--- config.mk ---
export PLATFORM = sky130hd
export DESIGN_NAME = fetch_sequencer
export DESIGN_NICKNAME = d
export VERILOG_FILES = /design/src/rtl/fetch_sequencer_pkg.sv /design/src/rtl/fetch_sequencer_word_assembler.sv /design/src/rtl/fetch_sequencer.sv
export SDC_FILE = /design/constraint.sdc
export NUM_CORES = 1
export LEC_CHECK = 0
export CAP_MARGIN = 40
export CORE_ASPECT_RATIO = 0.8
export CORE_MARGIN = 4
export CORE_UTILIZATION = 35
export CTS_CLUSTER_SIZE = 14
export DETAILED_ROUTE_END_ITERATION = 6
export SYNTH_ARGS = -nofsm -noshare
export SYNTH_HDL_FRONTEND = slang
export SYNTH_SLANG_ARGS = --single-unit
--- constraint.sdc ---
create_clock -name clk -period 1.9 [get_ports clk]
set_input_delay 0.38 -clock clk [delete_from_list [all_inputs] [get_ports clk]]
set_output_delay 0.38 -clock clk [all_outputs]
set_load 0.02 [all_outputs]
--- src/rtl/fetch_sequencer_pkg.sv ---
// Shared definitions for the fetch sequencer: state encoding and the
// end-of-program marker that terminates a program load.
package fetch_sequencer_pkg;

  typedef enum logic [2:0] {
    ST_IDLE = 3'd0,
    ST_LOAD = 3'd1,
    ST_RUN  = 3'd2,
    ST_STEP = 3'd3,
    ST_DONE = 3'd4
  } state_e;

  // Sliced down to the instruction width where it is used.
  localparam logic [63:0] END_MARKER = 64'hFFFF_FFFF_FFFF_FFFF;

endpackage

--- src/rtl/fetch_sequencer_word_assembler.sv ---
// Packs four valid bytes, MSB first, into one instruction word and
// pulses word_valid_o for one cycle when the word is complete.
module word_assembler #(
  parameter int SIZE = 32
) (
  input  logic            clk,
  input  logic            rst,
  input  logic            clear_i,
  input  logic            byte_valid_i,
  input  logic [7:0]      byte_i,
  output logic [SIZE-1:0] word_o,
  output logic            word_valid_o
);

  logic [1:0]      cnt_q, cnt_d;
  logic [SIZE-1:0] shift_q, shift_d;
  logic [SIZE-1:0] word_q, word_d;
  logic            valid_q, valid_d;

  always_comb begin
    cnt_d   = cnt_q;
    shift_d = shift_q;
    word_d  = word_q;
    valid_d = 1'b0;
    if (clear_i) begin
      cnt_d   = 2'd0;
      shift_d = '0;
    end else if (byte_valid_i) begin
      shift_d = {shift_q[SIZE-9:0], byte_i};
      if (cnt_q == 2'd3) begin
        cnt_d   = 2'd0;
        word_d  = shift_d;
        valid_d = 1'b1;
      end else begin
        cnt_d = cnt_q + 2'd1;
      end
    end
  end

  always_ff @(posedge clk or negedge rst) begin
    if (!rst) begin
      cnt_q   <= 2'd0;
      shift_q <= '0;
      word_q  <= '0;
      valid_q <= 1'b0;
    end else begin
      cnt_q   <= cnt_d;
      shift_q <= shift_d;
      word_q  <= word_d;
      valid_q <= valid_d;
    end
  end

  assign word_o       = word_q;
  assign word_valid_o = valid_q;

endmodule

--- src/rtl/fetch_sequencer.sv ---
// Program loader and run/step controller that gates the fetch stage.
//
//   state | meaning
//   IDLE  | stalled, waiting for load/run/step
//   LOAD  | receiving bytes, writing instruction words
//   RUN   | fetch free-running until PC passes program end
//   STEP  | fetch released for exactly one cycle
//   DONE  | program finished, waiting for a new load
module fetch_sequencer
  import fetch_sequencer_pkg::*;
#(
  parameter int SIZE            = 32,
  parameter int MAX_INSTRUCTION = 10
) (
  input  logic                               clk,
  input  logic                               rst,
  input  logic [7:0]                         i_rx_data,
  input  logic                               i_rx_valid,
  input  logic                               i_cmd_load,
  input  logic                               i_cmd_run,
  input  logic                               i_cmd_step,
  input  logic                               i_cmd_halt,
  input  logic [SIZE-1:0]                    i_pc,
  output logic                               o_stall,
  output logic                               o_imem_we,
  output logic [$clog2(MAX_INSTRUCTION)-1:0] o_imem_addr,
  output logic [SIZE-1:0]                    o_imem_wdata,
  output logic [$clog2(MAX_INSTRUCTION):0]   o_prog_len,
  output logic [2:0]                         o_state,
  output logic                               o_step_done,
  output logic                               o_done
);

  localparam int AW  = $clog2(MAX_INSTRUCTION);
  localparam int PLW = AW + 1;

  state_e          state_q, state_d;
  logic [PLW-1:0]  prog_len_q, prog_len_d;
  logic            step_done_q, step_done_d;
  logic            asm_clear, asm_byte_valid, asm_word_valid;
  logic [SIZE-1:0] asm_word;
  logic            has_prog, pc_end, is_marker, imem_we;

  assign has_prog  = (prog_len_q != '0);
  assign pc_end    = (i_pc >= SIZE'(prog_len_q));
  assign is_marker = (asm_word == END_MARKER[SIZE-1:0]);

  // Bytes arriving alongside a halt belong to the aborted partial word.
  assign asm_byte_valid = (state_q == ST_LOAD) && i_rx_valid && !i_cmd_halt;

  word_assembler #(.SIZE(SIZE)) u_word_assembler (
    .clk          (clk),
    .rst          (rst),
    .clear_i      (asm_clear),
    .byte_valid_i (asm_byte_valid),
    .byte_i       (i_rx_data),
    .word_o       (asm_word),
    .word_valid_o (asm_word_valid)
  );

  always_comb begin
    state_d     = state_q;
    prog_len_d  = prog_len_q;
    step_done_d = 1'b0;
    asm_clear   = 1'b0;
    imem_we     = 1'b0;
    unique case (state_q)
      ST_IDLE: begin
        if (i_cmd_load) begin
          state_d    = ST_LOAD;
          prog_len_d = '0;
          asm_clear  = 1'b1;
        end else if (i_cmd_run && has_prog) begin
          state_d = ST_RUN;
        end else if (i_cmd_step && has_prog) begin
          state_d = ST_STEP;
        end
      end
      ST_LOAD: begin
        if (i_cmd_halt) begin
          state_d   = ST_IDLE;
          asm_clear = 1'b1;
        end else if (asm_word_valid) begin
          if (is_marker) begin
            state_d = ST_IDLE;
          end else begin
            imem_we    = 1'b1;
            prog_len_d = prog_len_q + PLW'(1);
            if (prog_len_q == PLW'(MAX_INSTRUCTION - 1)) state_d = ST_IDLE;
          end
        end
      end
      ST_RUN: begin
        // End of program outranks a simultaneous halt.
        if (pc_end)          state_d = ST_DONE;
        else if (i_cmd_halt) state_d = ST_IDLE;
      end
      ST_STEP: begin
        step_done_d = 1'b1;
        state_d     = pc_end ? ST_DONE : ST_IDLE;
      end
      ST_DONE: begin
        if (i_cmd_load) begin
          state_d    = ST_LOAD;
          prog_len_d = '0;
          asm_clear  = 1'b1;
        end
      end
      default: state_d = ST_IDLE;
    endcase
  end

  always_ff @(posedge clk or negedge rst) begin
    if (!rst) begin
      state_q     <= ST_IDLE;
      prog_len_q  <= '0;
      step_done_q <= 1'b0;
    end else begin
      state_q     <= state_d;
      prog_len_q  <= prog_len_d;
      step_done_q <= step_done_d;
    end
  end

  // The word address always equals the count of words already written.
  assign o_imem_we    = imem_we;
  assign o_imem_addr  = prog_len_q[AW-1:0];
  assign o_imem_wdata = asm_word;
  assign o_prog_len   = prog_len_q;
  assign o_state      = state_q;
  assign o_stall      = !((state_q == ST_RUN) || (state_q == ST_STEP));
  assign o_step_done  = step_done_q;
  assign o_done       = (state_q == ST_DONE);

endmodule

==> results.toml, run 1 <==
[status]
status = "finished with violations"
violations = "negative setup slack"

[global_route]
grt_max_degree = 27
grt_usage = 0.1514
overflow = 0
grt_pass1_vias = 2394
antenna_found_initial = 0
grt_pass1_wl_um = 12290

[drt]
drtIter0Drc = 97
routedWlPerCell_um = 15.80
dr.pass1.iters = 4
vias = 2304
drt-total-wl_um = 7679
via_per_inst = 4.741
drtAntennaViolNets = 0
drc = 0

[setup_path]
arrival_ps = 1720
path_max_fanout = 2
cp-start-kind = "flip-flop"
r2r_slack_ps = 130
reg2reg_depth = 7
regToRegEndpoint = "o_prog_len[1]$_DFFE_PN0P_"
critPathKind = "reg2out"
r2r-start = "u_word_assembler.word_o[27]$_DFFE_PN0P_"
critPathRequiredTime_ps = 1520
cp-end-kind = "output pin"

[logic_synthesis]
syn_area_um2 = 3090
syn-num-nets = 283
async_flop_share = 1.000
synth.lib_cells_used.distinct = 33
synthFlopType = "dfrtp_1"
yosysWarnings = 0
synth-edff-count = 0
postSynthCellCount = 227
synth-seq-area-share = 0.5506
synth-seq-cells = 68
synth.avg_cell_area_um2 = 13.61

[timing]
final_max_slew_viol_count = 0
min_period_ps = 2101
worst_pin_slew_ps = 496.5
fin_tns_setup_ps = -201.1
rsz0062_at_grt = "yes"
fin_ws_ps = -201.1
max_freq_mhz = 475.9
final.period_utilization = 1.106
clock_skew_ps = 11.71
finalSetupViolCount = 1
finalHoldViolCount = 0
max_slew_margin = 0.6690

[cells_and_area]
num-fill-cells = 747
nets = 425
multi_input_area_um2 = 1305
antennaDiodeCount = 0
syn_to_final_growth_pct = 54.33
drive_gt1_frac = 0.3021
regArea_um2 = 1703

[floorplan]
core_area_um2 = 8558
die_w_um = 113.1
ios = 95
initial_utilization = 0.3611
rows = 30
dieArea_um2 = 10410
die_h_um = 92.05

[clock_tree]
cts_root_buffer = "clkbuf_8"
post_cts_buffers = 0
numCtsBuffers = 9
clkTransAtPathRegs_ps = 70
clk_latency_ps = 340
htree_levels = 3
cts_tree = "yes"
cts_buffer_depth = 2
cts.sinks = 68

[power]
pwr-share-comb = 0.146
swShare = 0.2416
clock_power_share = 0.371
p_int_mw = 2.440
power_density_nw_per_um2 = 674.4
p_leak_nw = 2.456
power.switching_uw = 777.2
seqPwrFrac = 0.483
ir_drop_mv = 0.4374
power_mw = 3.217

[place]
numPortBuffers = 94
globalplace.congestion = 0.7667
hpwl_um = 5781

[job]
drv_cap = 0

[min_path]
hold_path.class = "in2async"
==> sequential cells by signal, indices dropped and copies added, names as in the netlist <==
signal,flops
o_state,3
u_word_assembler.word_valid_o,1
o_step_done,1
u_word_assembler.shift_q,24
o_prog_len,5
u_word_assembler.word_o,32
u_word_assembler.cnt_q,2
==> synth_stat cells, drive strengths merged, types with 2 or more instances <==
cell | instances | area (um2)
dfrtp | 68 | 1702
mux2 | 33 | 480.5
a22o | 27 | 236.5
nand4 | 13 | 81.33
buf | 12 | 91.34
inv | 10 | 37.54
ha | 9 | 112.6
nor2 | 8 | 30.03
nand2 | 7 | 33.78
nor4 | 7 | 43.79
nor3 | 4 | 20.02
mux2i | 3 | 30.03
o211ai | 3 | 22.52
o21ai | 3 | 15.01
a211oi | 2 | 15.01
a21o | 2 | 15.01
and2 | 2 | 12.51
clkbuf | 2 | 7.510
nand2b | 2 | 12.51
==> critical path: stages (launching register included) <==
cell     delay (ps)
dfrtp_1         350
nand4_1         160
nor4_4          350
buf_4           180
nand2_4          40
and3_4          180
buf_6           120
==> how the worst max path moves through the flow <==
| stage | slack, ps | end | depth (start not counted) | from |
|---|---|---|---|---|
| 2_1_floorplan | 120 | u_word_assembler.word_o[10]$_DFFE_PN0P_ | 7 | o_state[0]$_DFFE_PN0P_ |
| 3_3_place_gp | -480 | o_imem_we | 4 | i_cmd_halt |
| 3_5_place_dp | -470 | o_imem_we | 4 | i_cmd_halt |
| 4_1_cts | -220 | o_imem_we | 6 | u_word_assembler.word_o[28]$_DFFE_PN0P_ |
| 5_1_grt | -290 | o_imem_we | 6 | u_word_assembler.word_o[27]$_DFFE_PN0P_ |
| 6_report | -200 | o_imem_we | 6 | u_word_assembler.word_o[27]$_DFFE_PN0P_ |
==> repair_timing <==
item                                    in CTS  in global routing
endpoints found under the setup margin       4                 13
pin swaps                                    2                  3
resized for setup                           13                 16
hold buffers                                 0                  0
==> routing by layer <==
| layer | vias to the layer above | track usage | wire length, um |
|---|---|---|---|
| met5 | - | 0 | 0 |
| met1 | 1111 | 0.2201 | 3932 |
| met2 | 59 | 0.2125 | 3291 |
| li1 | 1130 | - | - |
| met4 | 0 | 0.03604 | 58 |
| met3 | 4 | 0.05607 | 397 |
==> cell families after synthesis <==
logic type | after synthesis | synth area share
DFF | 68 | 0.5506
adders and majority gates | 9 | 0.03644
buffers and inverters | 24 | 0.04413
xor gates and xnor gates | 1 | 0.002835
muxes | 36 | 0.1652
AOI/OAI and AO/OA | 40 | 0.1057
and+or+nand+nor | 49 | 0.09514
==> layout by cell type, fill, tap and decap left out, types with 5 or more instances in the layout <==
cell             netlist  final
a22o_1                27     27
nand2_1                6      5
clkbuf_8               0     11
nor4_1                 7      5
dlymetal6s2s_1         0      7
buf_4                  5     47
nand4_1               13     13
ha_1                   9      9
nor2_1                 8      8
mux2_4                29     29
clkdlybuf4s50_1        0     83
inv_1                 10     10
dfrtp_1               68     67
==> final cells by class <==
type | instances | share of cell area
multi-input cells | 135 | 0.2736
flip-flops and latches | 68 | 0.3570
well taps | 112 | 0.02938
clock inverters | 4 | 0.009969
clock buffers | 12 | 0.03253
inverters | 10 | 0.007870
repair buffers | 145 | 0.2896
==> metrics by stage <==
stage               worst slack (ps)  instances    util  area [um2]  hold slack [ps]
floorplan                      120.4        227       -        3090            84.41
global placement              -479.6        470  0.5259        4501            375.4
detailed placement            -472.6        470  0.5259        4501            372.4
CTS                           -224.7        486  0.5520        4725            4.110
global route                  -287.3        486  0.5573        4770            9.363
finish                        -201.1        486  0.5573        4770            2.091
==> power groups by stage <==
stage | sequential [mW] | combinational, mW | clock, mW
after CTS | 1.55 | 0.472 | 1.23
after global routing | 1.56 | 0.509 | 1.30
after detailed placement | 1.58 | 0.469 | 0
final | 1.55 | 0.470 | 1.19
after floorplan | 1.59 | 0.167 | 0
after global placement | 1.58 | 0.465 | 0
No activity file was read; power rests on OpenSTA's default activity.
==> run 2, diff against run 1 <==
--- a/config.mk
+++ b/config.mk
@@ -11,6 +11,7 @@
 export CORE_UTILIZATION = 35
 export CTS_CLUSTER_SIZE = 14
 export DETAILED_ROUTE_END_ITERATION = 6
+export DONT_BUFFER_PORTS = 1
 export SYNTH_ARGS = -nofsm -noshare
 export SYNTH_HDL_FRONTEND = slang
 export SYNTH_SLANG_ARGS = --single-unit
==> results.toml, run 2 (synthesis gave the netlist of run 1 again) <==
[timing]
clock_skew_ps = 6.624
final.period_utilization = 1.050
worst_pin_slew_ps = 353.9
rsz0062_at_grt = "yes"
fin_ws_ps = -95.03
max_freq_mhz = 501.2
final_max_slew_viol_count = 0
min_period_ps = 1995
max_slew_margin = 0.7631
finalSetupViolCount = 1
finalHoldViolCount = 68
hold-worst-slack_ps = -274.6

[place]
placedCellCount = 374
post-place-ws_ps = 50.67
numPortBuffers = 0
hpwl_um = 5325
globalplace.congestion = 0.8030

[cells_and_area]
layout_commonest_cell = "dfrtp_1"
stdcell_count = 390
mostFrequentLayoutCells = "dfrtp_1 (68), buf_4 (49), mux2_4 (29)"
fin_util = 0.4370
syn_to_final_growth_pct = 21.01
largest_reg_flops = 32
nets = 331
drive_gt1_frac = 0.3741
antennaDiodeCount = 0

[min_path]
hold_path.class = "in2async"

[setup_path]
path_delay_family = "simple AND/OR/NAND/NOR gates"
path_max_fanout = 3
cp-end-kind = "output pin"
regToRegEndpoint = "o_prog_len[3]$_DFFE_PN0P_"
reg2reg_depth = 5
critPathRequiredTime_ps = 1520
cp_slowest_cell = "nor4_2"
r2r_slack_ps = 120
r2r-start = "o_state[1]$_DFFE_PN0P_"
cp-start-kind = "flip-flop"
cp_cell_sequence = "nand4_1, nor4_2, buf_4, nand2_4, and3_4"
critPathKind = "reg2out"
critPathMaxStageDelay_ps = 360
arrival_ps = 1620
timing.critical_path.buf_inv = 1

[drt]
vias = 1992
via_per_inst = 5.108
drtIter0Drc = 95
drc = 0
drtAntennaViolNets = 0
routedWlPerCell_um = 18.38
dr.pass1.iters = 4
drt-total-wl_um = 7168

[job]
drv_cap = 0

[floorplan]
die_w_um = 113.1
die_h_um = 92.05
ios = 95
core_area_um2 = 8558
dieArea_um2 = 10410
initial_utilization = 0.3611
rows = 30

[power]
p_leak_nw = 1.946
power_density_nw_per_um2 = 772.6
ir_drop_mv = 0.3939

[clock_tree]
cts_tree = "yes"
cts.sinks = 68
htree_levels = 3
cts_root_buffer = "clkbuf_8"
cts_buffer_depth = 2
clk_latency_ps = 340
numCtsBuffers = 9
clkTransAtPathRegs_ps = 70

[global_route]
antenna_found_initial = 0
grt_max_degree = 69
overflow = 0
grt_pass1_wl_um = 11780
grt_usage = 0.1466
grt_pass1_vias = 2133

[status]
violations = "negative hold slack, negative setup slack"
status = "finished with violations"
-- run 2: cell types whose count changed in the layout (fill, tap and decap cells not counted), moves of 2 or more --
cell,previous run,this run
buf_12,4,2
buf_4,47,49
clkdlybuf4s50_1,83,0
dlymetal6s2s_1,7,0
-- run 2: worst reg2reg max path, delay by kind of cell, from the launching register on --
| kind | cells | cell delay [ps] |
|---|---|---|
| DFF | 1 | 410 |
| buffers and inverters | 1 | 190 |
| xor gates and xnor gates | 1 | 150 |
| and+or+nand+nor | 2 | 650 |
| AOI/OAI and AO/OA | 1 | 260 |
-- run 2: worst max-delay path by stage --
stage | start | end | slack, ps | cells after the start
2_1_floorplan | o_state[0]$_DFFE_PN0P_ | u_word_assembler.word_o[10]$_DFFE_PN0P_ | 120 | 7
3_3_place_gp | u_word_assembler.word_o[21]$_DFFE_PN0P_ | o_prog_len[1]$_DFFE_PN0P_ | 20 | 6
3_5_place_dp | u_word_assembler.word_o[29]$_DFFE_PN0P_ | o_prog_len[1]$_DFFE_PN0P_ | 50 | 6
4_1_cts | u_word_assembler.word_o[26]$_DFFE_PN0P_ | o_imem_we | -160 | 5
5_1_grt | u_word_assembler.word_o[22]$_DFFE_PN0P_ | o_imem_we | -190 | 5
6_report | u_word_assembler.word_o[23]$_DFFE_PN0P_ | o_imem_we | -100 | 5
-- run 2: final cells by class --
type | count | area, um2
fillers | 813 | 4818
flip-flops and latches | 68 | 1702
multi-input cells | 135 | 1277
repair buffers | 51 | 407.9
clock buffers | 12 | 165.2
well taps | 112 | 140.1
inverters | 10 | 37.54
clock inverters | 2 | 10.01
-- run 2: where the power goes --
| group | leakage [nW] | total, mW | internal, mW | switching (mW) |
|---|---|---|---|---|
| Combinational | 0.909 | 0.265 | 0.119 | 0.146 |
| Sequential | 0.943 | 1.56 | 1.51 | 0.0517 |
| Clock | 0.0941 | 1.07 | 0.562 | 0.506 |
| Total | 1.95 | 2.89 | 2.19 | 0.704 |
-- run 2: timing repair --
action / CTS / global route
buffers inserted: 1 / 1
endpoints found under the setup margin: 1 / 1
hold endpoints to repair: 68 / 68
gates resized for setup: 5 / 1
pin swaps: 2 / 2
-- run 2: per-stage QoR --
| stage | total power, mW | hold WS, ps | setup TNS, ps | area, um2 |
|---|---|---|---|---|
| after floorplan | 1.757 | 84.41 | 0 | 3090 |
| after global placement | 1.842 | 86.11 | 0 | 3525 |
| after detailed placement | 1.850 | 85.93 | 0 | 3525 |
| after CTS | 2.936 | -301.3 | -156.5 | 3727 |
| after global routing | 3.030 | -307.9 | -191.8 | 3740 |
| final | 2.889 | -274.6 | -95.03 | 3740 |
-- run 2: per-layer routing --
metal	part of all wire	up-vias	global-route usage
li1	-	945	-
met1	0.47	977	0.2016
met2	0.42	63	0.1987
met3	0.094	7	0.07520
met4	0.013	0	0.04505
met5	0	-	0
==> patch, RTL diff (settings of run 2) <==
`SIZE` is set to 32 in 2 places; all go to 16.
--- a/src/rtl/fetch_sequencer_word_assembler.sv
+++ b/src/rtl/fetch_sequencer_word_assembler.sv
@@ -1,7 +1,7 @@
 // Packs four valid bytes, MSB first, into one instruction word and
 // pulses word_valid_o for one cycle when the word is complete.
 module word_assembler #(
-  parameter int SIZE = 32
+  parameter int SIZE = 16
 ) (
   input  logic            clk,
   input  logic            rst,
--- a/src/rtl/fetch_sequencer.sv
+++ b/src/rtl/fetch_sequencer.sv
@@ -9,7 +9,7 @@
 module fetch_sequencer
   import fetch_sequencer_pkg::*;
 #(
-  parameter int SIZE            = 32,
+  parameter int SIZE            = 16,
   parameter int MAX_INSTRUCTION = 10
 ) (
   input  logic                               clk,
Interface: changed (resized i_pc and o_imem_wdata); port bits go from 95 to 63. No check against the original RTL was run, so the function may have changed too.
==> patch against run 2 <==
Utilization grew 1.2 points; power decreased by 45%; area after synthesis decreased by 43%; global-route usage fell by 0.57 points; setup slack gained 0.14 ns; sequential cell count fell by 32; design area is 43% lower; wire length decreased by 43%.
==> patch: results <==
logic_synthesis:
  synth_compound_area_frac: 0.135
  ys_ff_latch: 36
  synth_seq_area_share: 0.512
  synth_xor_area_frac: 0
  synthMuxAreaShare: 0.115
  synthTopCellsByArea: "dfrtp_1 (51%), mux2_2 (11%), ha_1 (6.4%), a22o_1 (5.0%), inv_1 (2.1%)"
  synthAdderAreaFrac: 0.0641
  synth_common_cells: "dfrtp_1 (36), mux2_2 (17), a22o_1 (10), inv_1 (10), ha_1 (9)"
  synth_nets: 186
  ys_types: 38
clock_tree:
  cts-htree-levels: 2
  numCtsBuffers: 5
  clk_latency_ns: 0.28
  clk_pin_slew_ns: 0.07
worst_setup_path:
  worstPathArrival_ns: 1.48
  startpoint: "u_word_assembler.word_o[2]$_DFFE_PN0P_"
  r2r-end: "o_prog_len[4]$_DFFE_PN0P_"
  reg2regPathDepth: 4
  cpMaxStageDelayCell: "dfrtp_1"
  r2r_slack_ns: 0.20
  critPathMaxFanout: 2
grt:
  track_usage: 0.141
  grt_util_met3: 0.0552
  antenna_found_initial: 0
  grt_pass1_vias: 1302
  grt_max_degree: 37
  grt_use_met2: 0.211
  met1_usage: 0.184
  grt_pass1_wl_um: 6800
final_layout:
  clock_area_frac: 0.0367
  nNetsFinal: 217
  drive_above_1_share: 0.356
  ff_latch_area_um2: 901
  clkbuf_count: 6
  buffers: 31
  largest_reg_flops: 16
  bufAreaShareNonClock: 0.117
  multi_input_area_share: 0.367
  multi_input_comb_cells: 93
detailed_routing:
  dr_wl_met2_um: 2010
  drt-initial-drc-count: 89
  via_per_inst: 5.27
  drt-met1-wl_um: 1770
  routed_wl_um: 4110
  met3_wirelength_um: 278
sta:
  fin_skew_ns: 0.00250
  slew_headroom: 0.656
power:
  ir_drop_uv: 358
  power-per-cell-area_nw_per_um2: 750
  p_leak_nw: 1.07
placed_design:
  dpl_cell_area_um2: 1980
  gp_congestion: 0.804
  dp_hpwl_um: 3140
run_status:
  status: "finished, final reports clean"
worst_hold_path:
  hold_class: "input pin to flop"
floorplanning:
  die_area_um2: 6230
==> patch: power by group <==
| part | total (mW) | switching [mW] | internal (mW) |
|---|---|---|---|
| Clock | 0.496 | 0.247 | 0.249 |
| Combinational | 0.245 | 0.138 | 0.107 |
| Sequential | 0.845 | 0.0287 | 0.816 |
| Total | 1.59 | 0.413 | 1.17 |
==> patch: how the worst min path moves through the flow <==
stage | slack (ns) | cells after the start | endpoint
4_1_cts | 0.23 | 1 | u_word_assembler.shift_q[1]$_DFFE_PN0P_
5_1_grt | 0.22 | 1 | u_word_assembler.shift_q[5]$_DFFE_PN0P_
3_5_place_dp | 0.09 | 0 | u_word_assembler.word_o[0]$_DFFE_PN0P_
3_3_place_gp | 0.09 | 0 | u_word_assembler.shift_q[1]$_DFFE_PN0P_
2_1_floorplan | 0.08 | 0 | o_prog_len[0]$_DFFE_PN0P_
6_report | 0.24 | 1 | u_word_assembler.shift_q[0]$_DFFE_PN0P_
==> patch: logic make-up (layout without fill, tap and decap cells) <==
logic type	count (synthesis)	count (layout)
buf+inv	17	48
fa+ha+maj	9	9
mux	18	18
simple gates	36	36
flops	36	36
compound gates	30	30
==> patch: metrics by stage <==
stage	instances	hold slack [ns]	TNS [ns]	setup WS (ns)
finish	237	0.236	0	0.0407
global route	237	0.219	-0.0390	-0.0390
CTS	236	0.226	0	0.00470
detailed placement	225	0.0857	0	0.176
global placement	225	0.0855	0	0.250
floorplan	146	0.0844	0	0.179
==> patch: what timing repair did <==
action	in CTS	in global routing
gates cloned	0	0
pin swaps	2	2
setup endpoints to repair	1	1
resized for setup	1	1
endpoints found under the hold margin	36	0
setup buffers	2	1
hold buffers	2	0
